File: src/rtl/tl_uncached_mem_bridge_if.sv
// rtl/tl_uncached_mem_bridge_if.sv - core request, TileLink acquire/grant and response bundle
// slave is the bridge's view; master is the view of the core plus TileLink side around it.
interface tl_uncached_mem_bridge_if;
   logic        req_valid;
   logic        req_ready;
   logic        req_wr;
   logic [2:0]  req_typ;
   logic [31:0] req_addr;
   logic [63:0] req_wdata;
   logic        acq_valid;
   logic        acq_ready;
   logic [2:0]  acq_type;
   logic [25:0] acq_block;
   logic [2:0]  acq_beat;
   logic [5:0]  acq_xact_id;
   logic [63:0] acq_data;
   logic [7:0]  acq_wmask;
   logic        gnt_valid;
   logic        gnt_ready;
   logic [3:0]  gnt_type;
   logic [5:0]  gnt_xact_id;
   logic [63:0] gnt_data;
   logic        resp_valid;
   logic [63:0] resp_rdata;
   logic        resp_err;

   modport slave (
      input  req_valid, req_wr, req_typ, req_addr, req_wdata,
      output req_ready,
      output acq_valid, acq_type, acq_block, acq_beat, acq_xact_id, acq_data, acq_wmask,
      input  acq_ready,
      input  gnt_valid, gnt_type, gnt_xact_id, gnt_data,
      output gnt_ready,
      output resp_valid, resp_rdata, resp_err
   );

   modport master (
      output req_valid, req_wr, req_typ, req_addr, req_wdata,
      input  req_ready,
      input  acq_valid, acq_type, acq_block, acq_beat, acq_xact_id, acq_data, acq_wmask,
      output acq_ready,
      output gnt_valid, gnt_type, gnt_xact_id, gnt_data,
      input  gnt_ready,
      input  resp_valid, resp_rdata, resp_err
   );
endinterface

File: src/rtl/tl_uncached_mem_bridge.sv
// rtl/tl_uncached_mem_bridge.sv - one-at-a-time core load/store to single-beat uncached TileLink bridge
// Misaligned or MT_Q requests bypass the bus and complete with an error.
module tl_uncached_mem_bridge #(
   parameter logic [2:0] ACQ_GET_TYPE = 3'd0,
   parameter logic [2:0] ACQ_PUT_TYPE = 3'd2,
   parameter logic [3:0] GNT_GET_TYPE = 4'd4,
   parameter logic [3:0] GNT_PUT_TYPE = 4'd3
) (
   input logic                      i_clk,
   input logic                      i_nrst,
   tl_uncached_mem_bridge_if.slave  bus
);

   typedef enum logic [1:0] {IDLE, ACQ, GNT, RESP} state_t;

   state_t      state_q, state_d;
   logic [5:0]  tag_q;
   logic        wr_q;
   logic [2:0]  typ_q;
   logic [2:0]  off_q;
   logic [2:0]  acq_type_q;
   logic [25:0] acq_block_q;
   logic [2:0]  acq_beat_q;
   logic [5:0]  acq_id_q;
   logic [63:0] acq_data_q;
   logic [7:0]  acq_wmask_q;
   logic [63:0] rdata_q;
   logic        err_q;

   logic        req_ready, acq_valid, gnt_ready, resp_valid;
   logic [7:0]  size_mask;
   logic [2:0]  align_mask;
   logic        misaligned;
   logic        gnt_hit;
   logic        gnt_type_ok;
   logic [63:0] shifted;
   logic [63:0] load_ext;

   always_comb begin
      size_mask  = 8'h01;
      align_mask = 3'd0;
      case (bus.req_typ[1:0])
         2'd0: begin size_mask = 8'h01; align_mask = 3'd0; end
         2'd1: begin size_mask = 8'h03; align_mask = 3'd1; end
         2'd2: begin size_mask = 8'h0F; align_mask = 3'd3; end
         default: begin size_mask = 8'hFF; align_mask = 3'd7; end
      endcase
      misaligned = (bus.req_typ == 3'd7) || ((bus.req_addr[2:0] & align_mask) != 3'd0);
   end

   // Grants are matched against the id actually sent, not the already-advanced tag.
   assign gnt_hit     = bus.gnt_valid && (bus.gnt_xact_id == acq_id_q);
   assign gnt_type_ok = bus.gnt_type == (wr_q ? GNT_PUT_TYPE : GNT_GET_TYPE);
   assign shifted     = bus.gnt_data >> {off_q, 3'b000};

   always_comb begin
      load_ext = shifted;
      case (typ_q)
         3'd0:    load_ext = {{56{shifted[7]}},  shifted[7:0]};
         3'd1:    load_ext = {{48{shifted[15]}}, shifted[15:0]};
         3'd2:    load_ext = {{32{shifted[31]}}, shifted[31:0]};
         3'd4:    load_ext = {56'd0, shifted[7:0]};
         3'd5:    load_ext = {48'd0, shifted[15:0]};
         3'd6:    load_ext = {32'd0, shifted[31:0]};
         default: load_ext = shifted;
      endcase
   end

   always_comb begin
      state_d    = state_q;
      req_ready  = 1'b0;
      acq_valid  = 1'b0;
      gnt_ready  = 1'b0;
      resp_valid = 1'b0;
      unique case (state_q)
         IDLE: begin
            req_ready = i_nrst;
            if (bus.req_valid && i_nrst) state_d = misaligned ? RESP : ACQ;
         end
         ACQ: begin
            acq_valid = 1'b1;
            if (bus.acq_ready) state_d = GNT;
         end
         GNT: begin
            gnt_ready = 1'b1;
            if (gnt_hit) state_d = RESP;
         end
         RESP: begin
            resp_valid = 1'b1;
            state_d    = IDLE;
         end
         default: state_d = IDLE;
      endcase
   end

   always_ff @(posedge i_clk or negedge i_nrst) begin
      if (!i_nrst) state_q <= IDLE;
      else         state_q <= state_d;
   end

   always_ff @(posedge i_clk or negedge i_nrst) begin
      if (!i_nrst) begin
         tag_q       <= 6'd0;
         wr_q        <= 1'b0;
         typ_q       <= 3'd0;
         off_q       <= 3'd0;
         acq_type_q  <= 3'd0;
         acq_block_q <= 26'd0;
         acq_beat_q  <= 3'd0;
         acq_id_q    <= 6'd0;
         acq_data_q  <= 64'd0;
         acq_wmask_q <= 8'd0;
         rdata_q     <= 64'd0;
         err_q       <= 1'b0;
      end else begin
         case (state_q)
            IDLE: begin
               if (bus.req_valid) begin
                  wr_q        <= bus.req_wr;
                  typ_q       <= bus.req_typ;
                  off_q       <= bus.req_addr[2:0];
                  acq_type_q  <= bus.req_wr ? ACQ_PUT_TYPE : ACQ_GET_TYPE;
                  acq_block_q <= bus.req_addr[31:6];
                  acq_beat_q  <= bus.req_addr[5:3];
                  acq_id_q    <= tag_q;
                  acq_data_q  <= bus.req_wr ? (bus.req_wdata << {bus.req_addr[2:0], 3'b000}) : 64'd0;
                  acq_wmask_q <= bus.req_wr ? (size_mask << bus.req_addr[2:0]) : 8'hFF;
                  rdata_q     <= 64'd0;
                  err_q       <= misaligned;
               end
            end
            ACQ: begin
               if (bus.acq_ready) tag_q <= tag_q + 6'd1;
            end
            GNT: begin
               if (gnt_hit) begin
                  rdata_q <= (wr_q || !gnt_type_ok) ? 64'd0 : load_ext;
                  err_q   <= !gnt_type_ok;
               end
            end
            default: ;
         endcase
      end
   end

   assign bus.req_ready   = req_ready;
   assign bus.acq_valid   = acq_valid;
   assign bus.acq_type    = acq_type_q;
   assign bus.acq_block   = acq_block_q;
   assign bus.acq_beat    = acq_beat_q;
   assign bus.acq_xact_id = acq_id_q;
   assign bus.acq_data    = acq_data_q;
   assign bus.acq_wmask   = acq_wmask_q;
   assign bus.gnt_ready   = gnt_ready;
   assign bus.resp_valid  = resp_valid;
   assign bus.resp_rdata  = resp_valid ? rdata_q : 64'd0;
   assign bus.resp_err    = resp_valid & err_q;

endmodule

File: src/flat_wrapper.sv
// flat-port wrapper written by rule: the top's interface ports become plain ports
module tl_uncached_mem_bridge_flat 
#(
   parameter logic [2:0] ACQ_GET_TYPE = 3'd0,
   parameter logic [2:0] ACQ_PUT_TYPE = 3'd2,
   parameter logic [3:0] GNT_GET_TYPE = 4'd4,
   parameter logic [3:0] GNT_PUT_TYPE = 4'd3
)
  (i_clk, i_nrst, bus_req_valid, bus_req_wr, bus_req_typ, bus_req_addr, bus_req_wdata, bus_req_ready, bus_acq_valid, bus_acq_type, bus_acq_block, bus_acq_beat, bus_acq_xact_id, bus_acq_data, bus_acq_wmask, bus_acq_ready, bus_gnt_valid, bus_gnt_type, bus_gnt_xact_id, bus_gnt_data, bus_gnt_ready, bus_resp_valid, bus_resp_rdata, bus_resp_err);
  tl_uncached_mem_bridge_if bus_i ();
  input logic i_clk;
  input logic i_nrst;
  input wire logic [$bits(bus_i.req_valid)-1:0] bus_req_valid;
  input wire logic [$bits(bus_i.req_wr)-1:0] bus_req_wr;
  input wire logic [$bits(bus_i.req_typ)-1:0] bus_req_typ;
  input wire logic [$bits(bus_i.req_addr)-1:0] bus_req_addr;
  input wire logic [$bits(bus_i.req_wdata)-1:0] bus_req_wdata;
  output wire logic [$bits(bus_i.req_ready)-1:0] bus_req_ready;
  output wire logic [$bits(bus_i.acq_valid)-1:0] bus_acq_valid;
  output wire logic [$bits(bus_i.acq_type)-1:0] bus_acq_type;
  output wire logic [$bits(bus_i.acq_block)-1:0] bus_acq_block;
  output wire logic [$bits(bus_i.acq_beat)-1:0] bus_acq_beat;
  output wire logic [$bits(bus_i.acq_xact_id)-1:0] bus_acq_xact_id;
  output wire logic [$bits(bus_i.acq_data)-1:0] bus_acq_data;
  output wire logic [$bits(bus_i.acq_wmask)-1:0] bus_acq_wmask;
  input wire logic [$bits(bus_i.acq_ready)-1:0] bus_acq_ready;
  input wire logic [$bits(bus_i.gnt_valid)-1:0] bus_gnt_valid;
  input wire logic [$bits(bus_i.gnt_type)-1:0] bus_gnt_type;
  input wire logic [$bits(bus_i.gnt_xact_id)-1:0] bus_gnt_xact_id;
  input wire logic [$bits(bus_i.gnt_data)-1:0] bus_gnt_data;
  output wire logic [$bits(bus_i.gnt_ready)-1:0] bus_gnt_ready;
  output wire logic [$bits(bus_i.resp_valid)-1:0] bus_resp_valid;
  output wire logic [$bits(bus_i.resp_rdata)-1:0] bus_resp_rdata;
  output wire logic [$bits(bus_i.resp_err)-1:0] bus_resp_err;
  assign bus_i.req_valid = bus_req_valid;
  assign bus_i.req_wr = bus_req_wr;
  assign bus_i.req_typ = bus_req_typ;
  assign bus_i.req_addr = bus_req_addr;
  assign bus_i.req_wdata = bus_req_wdata;
  assign bus_req_ready = bus_i.req_ready;
  assign bus_acq_valid = bus_i.acq_valid;
  assign bus_acq_type = bus_i.acq_type;
  assign bus_acq_block = bus_i.acq_block;
  assign bus_acq_beat = bus_i.acq_beat;
  assign bus_acq_xact_id = bus_i.acq_xact_id;
  assign bus_acq_data = bus_i.acq_data;
  assign bus_acq_wmask = bus_i.acq_wmask;
  assign bus_i.acq_ready = bus_acq_ready;
  assign bus_i.gnt_valid = bus_gnt_valid;
  assign bus_i.gnt_type = bus_gnt_type;
  assign bus_i.gnt_xact_id = bus_gnt_xact_id;
  assign bus_i.gnt_data = bus_gnt_data;
  assign bus_gnt_ready = bus_i.gnt_ready;
  assign bus_resp_valid = bus_i.resp_valid;
  assign bus_resp_rdata = bus_i.resp_rdata;
  assign bus_resp_err = bus_i.resp_err;
  tl_uncached_mem_bridge #(.ACQ_GET_TYPE(ACQ_GET_TYPE), .ACQ_PUT_TYPE(ACQ_PUT_TYPE), .GNT_GET_TYPE(GNT_GET_TYPE), .GNT_PUT_TYPE(GNT_PUT_TYPE)) u_core (.i_clk(i_clk), .i_nrst(i_nrst), .bus(bus_i));
endmodule
File: config.mk
export PLATFORM = sky130hd
export DESIGN_NAME = tl_uncached_mem_bridge_flat
export DESIGN_NICKNAME = d
export VERILOG_FILES = /design/src/rtl/tl_uncached_mem_bridge_if.sv /design/src/rtl/tl_uncached_mem_bridge.sv /design/src/flat_wrapper.sv
export SDC_FILE = /design/constraint.sdc
export NUM_CORES = 1
export LEC_CHECK = 0
export BUFFER_PORTS_ARGS = -buffer_cell sky130_fd_sc_hd__clkbuf_2
export CAP_MARGIN = 20
export CORE_MARGIN = 5
export CORE_UTILIZATION = 39
export CTS_CLUSTER_SIZE = 14
export DETAILED_ROUTE_END_ITERATION = 7
export GPL_ROUTABILITY_DRIVEN = 0
export HOLD_SLACK_MARGIN = 0.15
export PLACE_DENSITY = 0.61
export SYNTH_ARGS = -nofsm -noshare
export SYNTH_HDL_FRONTEND = slang
export SYNTH_SLANG_ARGS = --single-unit
File: constraint.sdc
create_clock -name i_clk -period 2.7 [get_ports i_clk]
set_clock_uncertainty 0.05 [all_clocks]
set_input_delay 0.405 -clock i_clk [delete_from_list [all_inputs] [get_ports i_clk]]
set_output_delay 0.405 -clock i_clk [all_outputs]
set_load 0.05 [all_outputs]
==> impl_metrics.yaml, run 1 <==
run_status:
  outcome: "complete, no violations"
worst_setup_path:
  setup.worst_path.class: "reg -> out"
  cp.required_ns: 2.25
  cp_data_arrival_time_ns: 2.01
  critPathCaptureType: "output port"
  worst_setup_path_start_kind: "flop"
  critical_path.max_fanout: 66
timing:
  grt_setup_unrepaired: "no"
  hold_violations: 0
  slew_violations: 0
  finalCriticalPeriod_ns: 2.47
  fmaxAchievable_mhz: 405
  worstMarginPinSlew_ns: 1.04
  finalSetupTns_ns: 0
  max-slew-margin-rel_pct: 30.5
  setup_ws_ns: 0.232
  fin_crit_sh_pct: 91.4
  setup_viol: 0
clocking:
  cts_tree: "built"
  cts_made_buffers: 17
  root_buffer: "clkbuf_16"
  cts_buffer_depth: 2
  clkSlewWorstSetupHoldPaths_ns: 0.09
  clock_latency_ns: 0.43
  clock-sinks: 187
  cts_setup_buffers: 0
  cts_htree_levels: 4
yosys:
  synth_cell_types: 58
  synth_area_per_cell_sq_um: 9.47
  synthFlopType: "dfrtp_1"
  ys_warn_count: 0
  yosys-top-cells-count: "nand2_1 (246), dfrtp_1 (187), mux2i_1 (92)"
  synth_seq_area_share_pct: 43.0
  ys_seq_elements: 187
  synth_area_sq_um: 10900
  synth_top_area_share_pct: 43.0
  synth_area_leaders: "dfrtp_1 (43%), nand2_1 (8.5%), mux2i_1 (8.5%), and2_1 (4.1%), mux2_2 (4.0%)"
  synth_edf_count: 0
  ys_async_sr_fraction_pct: 100
  synth.most_common_cell: "nand2_1"
  syn_inst: 1149
  yosys.area.top_type: "dfrtp_1"
routing:
  vias: 10200
  ant_nets: 0
  viasPerCell: 5.43
  drc_errors: 0
  drtIter0Drc: 840
  wl_per_cell_um: 20.7
  firstDrtPassIters: 5
  finalWirelength_mm: 39.0
floorplanning:
  die-width_um: 177
  coreArea_sq_um: 27700
  die_h_um: 177
  die_area_sq_um: 31300
  initial_core_util_pct: 39.3
  io_pins: 358
  std_cell_rows: 61
power_and_ir_drop:
  leakagePower_uw: 0.00706
  ir_drop_mv: 0.663
  power_density_nw_per_um2: 1010
place:
  dp_slack_ns: 0.242
  dpl.hpwl_mm: 29.2
  port_buffers: 355
global_route:
  grt_pass1_vias: 10400
  grt_pass1_wl_mm: 59.2
  grt_max_degree: 104
  antenna_found_initial: 0
  grt_usage_pct: 24.3
  overflow: 0
finish:
  areaGrowthSynthToFinish_pct: 28.3
  final_nets: 1672
  fill_cells: 2667
  multi_input_area_sq_um: 5760
  drive_above_1_share_pct: 34.7
  antenna_cells: 0
  seqCellArea_sq_um: 4680
hold_path:
  min_path_type: "in -> reg"
flow_run:
  cap_violations: 0
-- per-stage QoR --
| stage | cell area, sq um | hold slack [ns] | util [%] | power [uW] | cells |
|---|---|---|---|---|---|
| after floorplan | 10900 | 0.0594 | - | 9390 | 1150 |
| after global placement | 13100 | 0.300 | 47.1 | 11400 | 1816 |
| after detailed placement | 13100 | 0.300 | 47.1 | 11500 | 1816 |
| after CTS | 14000 | 0.184 | 50.4 | 14200 | 1878 |
| after global routing | 14000 | 0.176 | 50.4 | 14800 | 1878 |
| final | 14000 | 0.201 | 50.4 | 14100 | 1878 |
-- logic make-up after synthesis --
group,count (synthesis),share of synthesized area [%]
and+or+nand+nor,413,17.6
AOI/OAI and AO/OA,285,19.0
DFF,187,43.0
muxes,141,14.5
buffers and inverters,106,4.41
xor gates and xnor gates,11,0.885
adders and majority gates,5,0.575
other,1,0.0345
-- area by class of cell --
type,count,area share (%)
multi-input cells,857,41.2
flip-flops and latches,187,33.5
repair buffers,419,17.4
well taps,378,3.39
clock buffers,17,3.05
clock inverters,14,1.26
inverters,6,0.161
-- final timing paths --
check / startpoint / endpoint / cells after the start / slack (ns)
max in group asynchronous: i_nrst / u_core.rdata_q[15]$_DFFE_PN0P_ / 3 / 1.36
worst max register to register: u_core.off_q[0]$_DFFE_PN0P_ / u_core.rdata_q[63]$_DFFE_PN0P_ / 7 / 0.27
worst max-delay path: u_core.state_q[1]$_DFFE_PN0P_ / bus_resp_rdata[55] / 4 / 0.23
worst min-delay path: bus_req_wdata[0] / u_core.bus.acq_data[0]$_DFFE_PN0P_ / 2 / 0.20
min in group asynchronous: i_nrst / u_core.rdata_q[32]$_DFFE_PN0P_ / 2 / 0.43
worst min register to register: u_core.rdata_q[43]$_DFFE_PN0P_ / u_core.rdata_q[43]$_DFFE_PN0P_ / 2 / 0.42
-- per-layer routing --
metal  up-vias  share of wire [%]  track usage, %
met3        79                8.5            7.01
met5         -                  0               0
met4         0                4.4            10.4
met1      4892                 38            29.0
met2       469                 49            41.0
li1       4759                  -               -
-- timing repair --
| item | in CTS | in global routing |
|---|---|---|
| gates resized for setup | 0 | 0 |
| endpoints found under the hold margin | 61 | 0 |
| endpoints found under the setup margin | 0 | 0 |
| hold buffers | 31 | 0 |
-- worst max-delay path: stages, from the launching register on --
cell      delay, ns
dfrtp_1        0.39
ha_1           0.16
buf_4          0.41
and2_1         0.27
clkbuf_2       0.30
-- state kept, by name (all words and copies together), names as in the netlist --
name                    flops
u_core.bus.acq_beat         3
u_core.state_q              2
u_core.bus.acq_block       26
u_core.err_q                1
u_core.off_q                3
u_core.bus.acq_wmask        8
u_core.bus.acq_data        64
u_core.bus.acq_type         1
u_core.typ_q                3
u_core.bus.acq_xact_id      6
u_core.rdata_q             64
u_core.tag_q                6
-- cell usage in the layout (no fill, tap or decap), types with 4 or more instances in the layout --
cell,Yosys,layout
buf_4,3,27
a2bb2oi_1,7,7
a21oi_1,48,48
mux2_2,39,39
a221o_1,37,37
and2_1,72,71
nand2_1,246,245
dlygate4sd3_1,0,31
a22o_1,25,25
inv_1,6,6
o21ai_2,30,30
o21ai_0,71,71
nor2b_1,22,22
mux2i_1,92,92
o211ai_1,7,7
nor2_1,31,31
nand4_1,5,5
mux4_2,9,9
o221ai_1,15,15
inv_8,0,4
dfrtp_1,187,186
clkbuf_16,0,17
xor2_1,6,6
buf_12,1,7
xnor2_1,5,5
nor3_1,11,10
ha_1,5,5
a211oi_1,25,25
or2_2,11,11
a22oi_1,4,4
clkbuf_2,0,352
-- report_power, final --
group	switching (uW)	internal, uW	total (uW)	leakage [uW]
clock network	1290	1330	2620	0.000294
logic	5280	2080	7360	0.00428
registers	553	3540	4090	0.00248
total	7120	6950	14100	0.00706
No activity file was read; power rests on OpenSTA's default activity.
==> run 2, diff against run 1 <==
Settings changed: CTS_BUF_LIST set to sky130_fd_sc_hd__clkbuf_4 sky130_fd_sc_hd__clkbuf_8, RECOVER_POWER set to 100.
==> run 2 against run 1 <==
Clock power down 23%; critical path depth up 3; setup slack better by 0.014 ns; sequential share of layout area up 1.0 points; global-route usage about the same; final area down 3.0%; sequential cell count unchanged; via count up 0.44%; combinational power down 3.0%; routed wire length up 0.24%; non-clock buffer count up 7; critical path type is now reg -> reg; largest power group unchanged.
==> impl_metrics.yaml, run 2 (synthesis gave the netlist of run 1 again) <==
floorplanning:
  die_h_um: 177
  die-width_um: 177
  die_area_sq_um: 31300
  initial_core_util_pct: 39.3
  std_cell_rows: 61
  io_pins: 358
  coreArea_sq_um: 27700
worst_setup_path:
  cp.required_ns: 3.07
  setup.worst_path.class: "reg -> reg"
  reg2reg_to: "u_core.bus.acq_data[2]$_DFFE_PN0P_"
  cp_slowest_stage_delay_ns: 0.53
  cp_data_arrival_time_ns: 2.82
  worstSetupStartpoint: "u_core.state_q[0]$_DFFE_PN0P_"
  worst_setup_path_start_kind: "flop"
  ff2ff_setup_slack_ns: 0.25
  timing.rr.start: "u_core.state_q[0]$_DFFE_PN0P_"
  cp_cell_sequence: "inv_1 > ha_1 > clkbuf_1 > nand2_4 > or3_1 > nor3_2 > a22o_1"
  r2r_cells: 7
  critPathSlowestCell: "nor3_2"
  critPathCaptureType: "flop"
  critical_path.max_fanout: 8
place:
  port_buffers: 355
  dpl.hpwl_mm: 29.2
timing:
  setup_viol: 0
  fmaxAchievable_mhz: 408
  slew_violations: 0
  fin_crit_sh_pct: 90.9
  finalCriticalPeriod_ns: 2.45
  worstMarginPinSlew_ns: 1.18
  hold_violations: 0
  finalSetupTns_ns: 0
  grt_setup_unrepaired: "no"
  whs_ns: 0.203
  max-slew-margin-rel_pct: 21.4
clocking:
  clock-sinks: 187
  cts_buffer_depth: 2
  root_buffer: "clkbuf_8"
  cts_htree_levels: 4
  clkSlewWorstSetupHoldPaths_ns: 0.13
  cts_made_buffers: 17
  cts_tree: "built"
  clock_latency_ns: 0.46
power_and_ir_drop:
  power_density_nw_per_um2: 976
  ir_drop_mv: 0.637
  leakagePower_uw: 0.00652
routing:
  viasPerCell: 5.43
  wl_per_cell_um: 20.7
  vias: 10200
  ant_nets: 0
  firstDrtPassIters: 5
  drtIter0Drc: 858
  drc_errors: 0
  finalWirelength_mm: 39.1
finish:
  layout_commonest_cell: "clkbuf_2"
  mostFrequentLayoutCells: "clkbuf_2 (246), nand2_1 (245), dfrtp_1 (186), clkbuf_1 (114), o21ai_0 (98)"
  final_nets: 1679
  drive_above_1_share_pct: 25.0
  areaGrowthSynthToFinish_pct: 24.5
  fill_cells: 2771
  seqCellArea_sq_um: 4680
  multi_input_area_sq_um: 5650
  finalCoreUtilization_pct: 48.9
  antenna_cells: 0
global_route:
  grt_pass1_wl_mm: 59.4
  grt_pass1_vias: 10300
  overflow: 0
  antenna_found_initial: 0
  grt_usage_pct: 24.2
  grt_max_degree: 104
hold_path:
  hold-path-endpoint: "u_core.bus.acq_data[2]$_DFFE_PN0P_"
  worstHoldStart: "bus_req_wdata[2]"
  worstHoldPathCells: 2
  min_path_type: "in -> reg"
flow_run:
  cap_violations: 0
run_status:
  outcome: "complete, no violations"
run 2: cell types whose count changed in the layout (fill, tap and decap cells not counted), sizes merged:
cell,before,now
buf,35,26
clkbuf,370,379
dlygate4sd3,31,38
run 2: what timing repair did:
item | CTS | global route
endpoints found under the hold margin | 67 | 1
hold buffers | 37 | 1
setup endpoints to repair | 0 | 1
resized for setup | 0 | 1
setup buffers | 0 | 0
run 2: stage by stage:
step	total power (uW)	setup slack, ns	instances	instance area (sq um)
6_report	13200	0.246	1885	13600
5_1_grt	14000	0.0590	1885	13600
4_1_cts	13500	0.163	1884	13800
3_5_place_dp	11500	0.242	1816	13100
3_3_place_gp	11400	0.318	1816	13100
2_1_floorplan	9390	0.322	1150	10900
run 2: critical path: cells and delay by family, from the launching register on:
family	cells	cell delay (ns)
and+or+nand+nor	3	1.18
DFF	1	0.41
buffers and inverters	2	0.39
AOI/OAI and AO/OA	1	0.22
adders and majority gates	1	0.17
run 2: area by class of cell:
| type | count | share of cell area, % |
|---|---|---|
| multi-input combinational | 857 | 41.7 |
| clock inverter | 14 | 1.30 |
| inverter | 6 | 0.166 |
| clock buffer | 17 | 1.73 |
| timing repair buffer | 426 | 17.1 |
| sequential | 187 | 34.5 |
| tap | 378 | 3.49 |
run 2: worst max path at each step:
stage                                          endpoint  slack [ns]  cells after the start
floorplan                u_core.rdata_q[19]$_DFFE_PN0P_        0.32                      7
global placement         u_core.rdata_q[63]$_DFFE_PN0P_        0.32                      7
detailed placement       u_core.rdata_q[63]$_DFFE_PN0P_        0.24                      7
CTS                                  bus_resp_rdata[55]        0.16                      4
global route        u_core.bus.acq_data[17]$_DFFE_PN0P_        0.06                      8
finish               u_core.bus.acq_data[2]$_DFFE_PN0P_        0.25                      7
run 2: metal layers:
metal | GRT usage [%] | routed length, um | part of all wire, % | vias up
met3 | 6.54 | 3310 | 8.5 | 72
met1 | 29.1 | 14800 | 38 | 4923
met5 | 0 | 0 | 0 | -
li1 | - | - | - | 4760
met2 | 41.6 | 19400 | 50 | 489
met4 | 9.25 | 1550 | 4.0 | 0
run 2: power by group:
group	leakage, uW	internal (uW)	switching [uW]	total (uW)
logic	0.00383	1890	5250	7140
clock network	0.000207	788	1230	2010
registers	0.00248	3530	545	4080
total	0.00652	6210	7020	13200
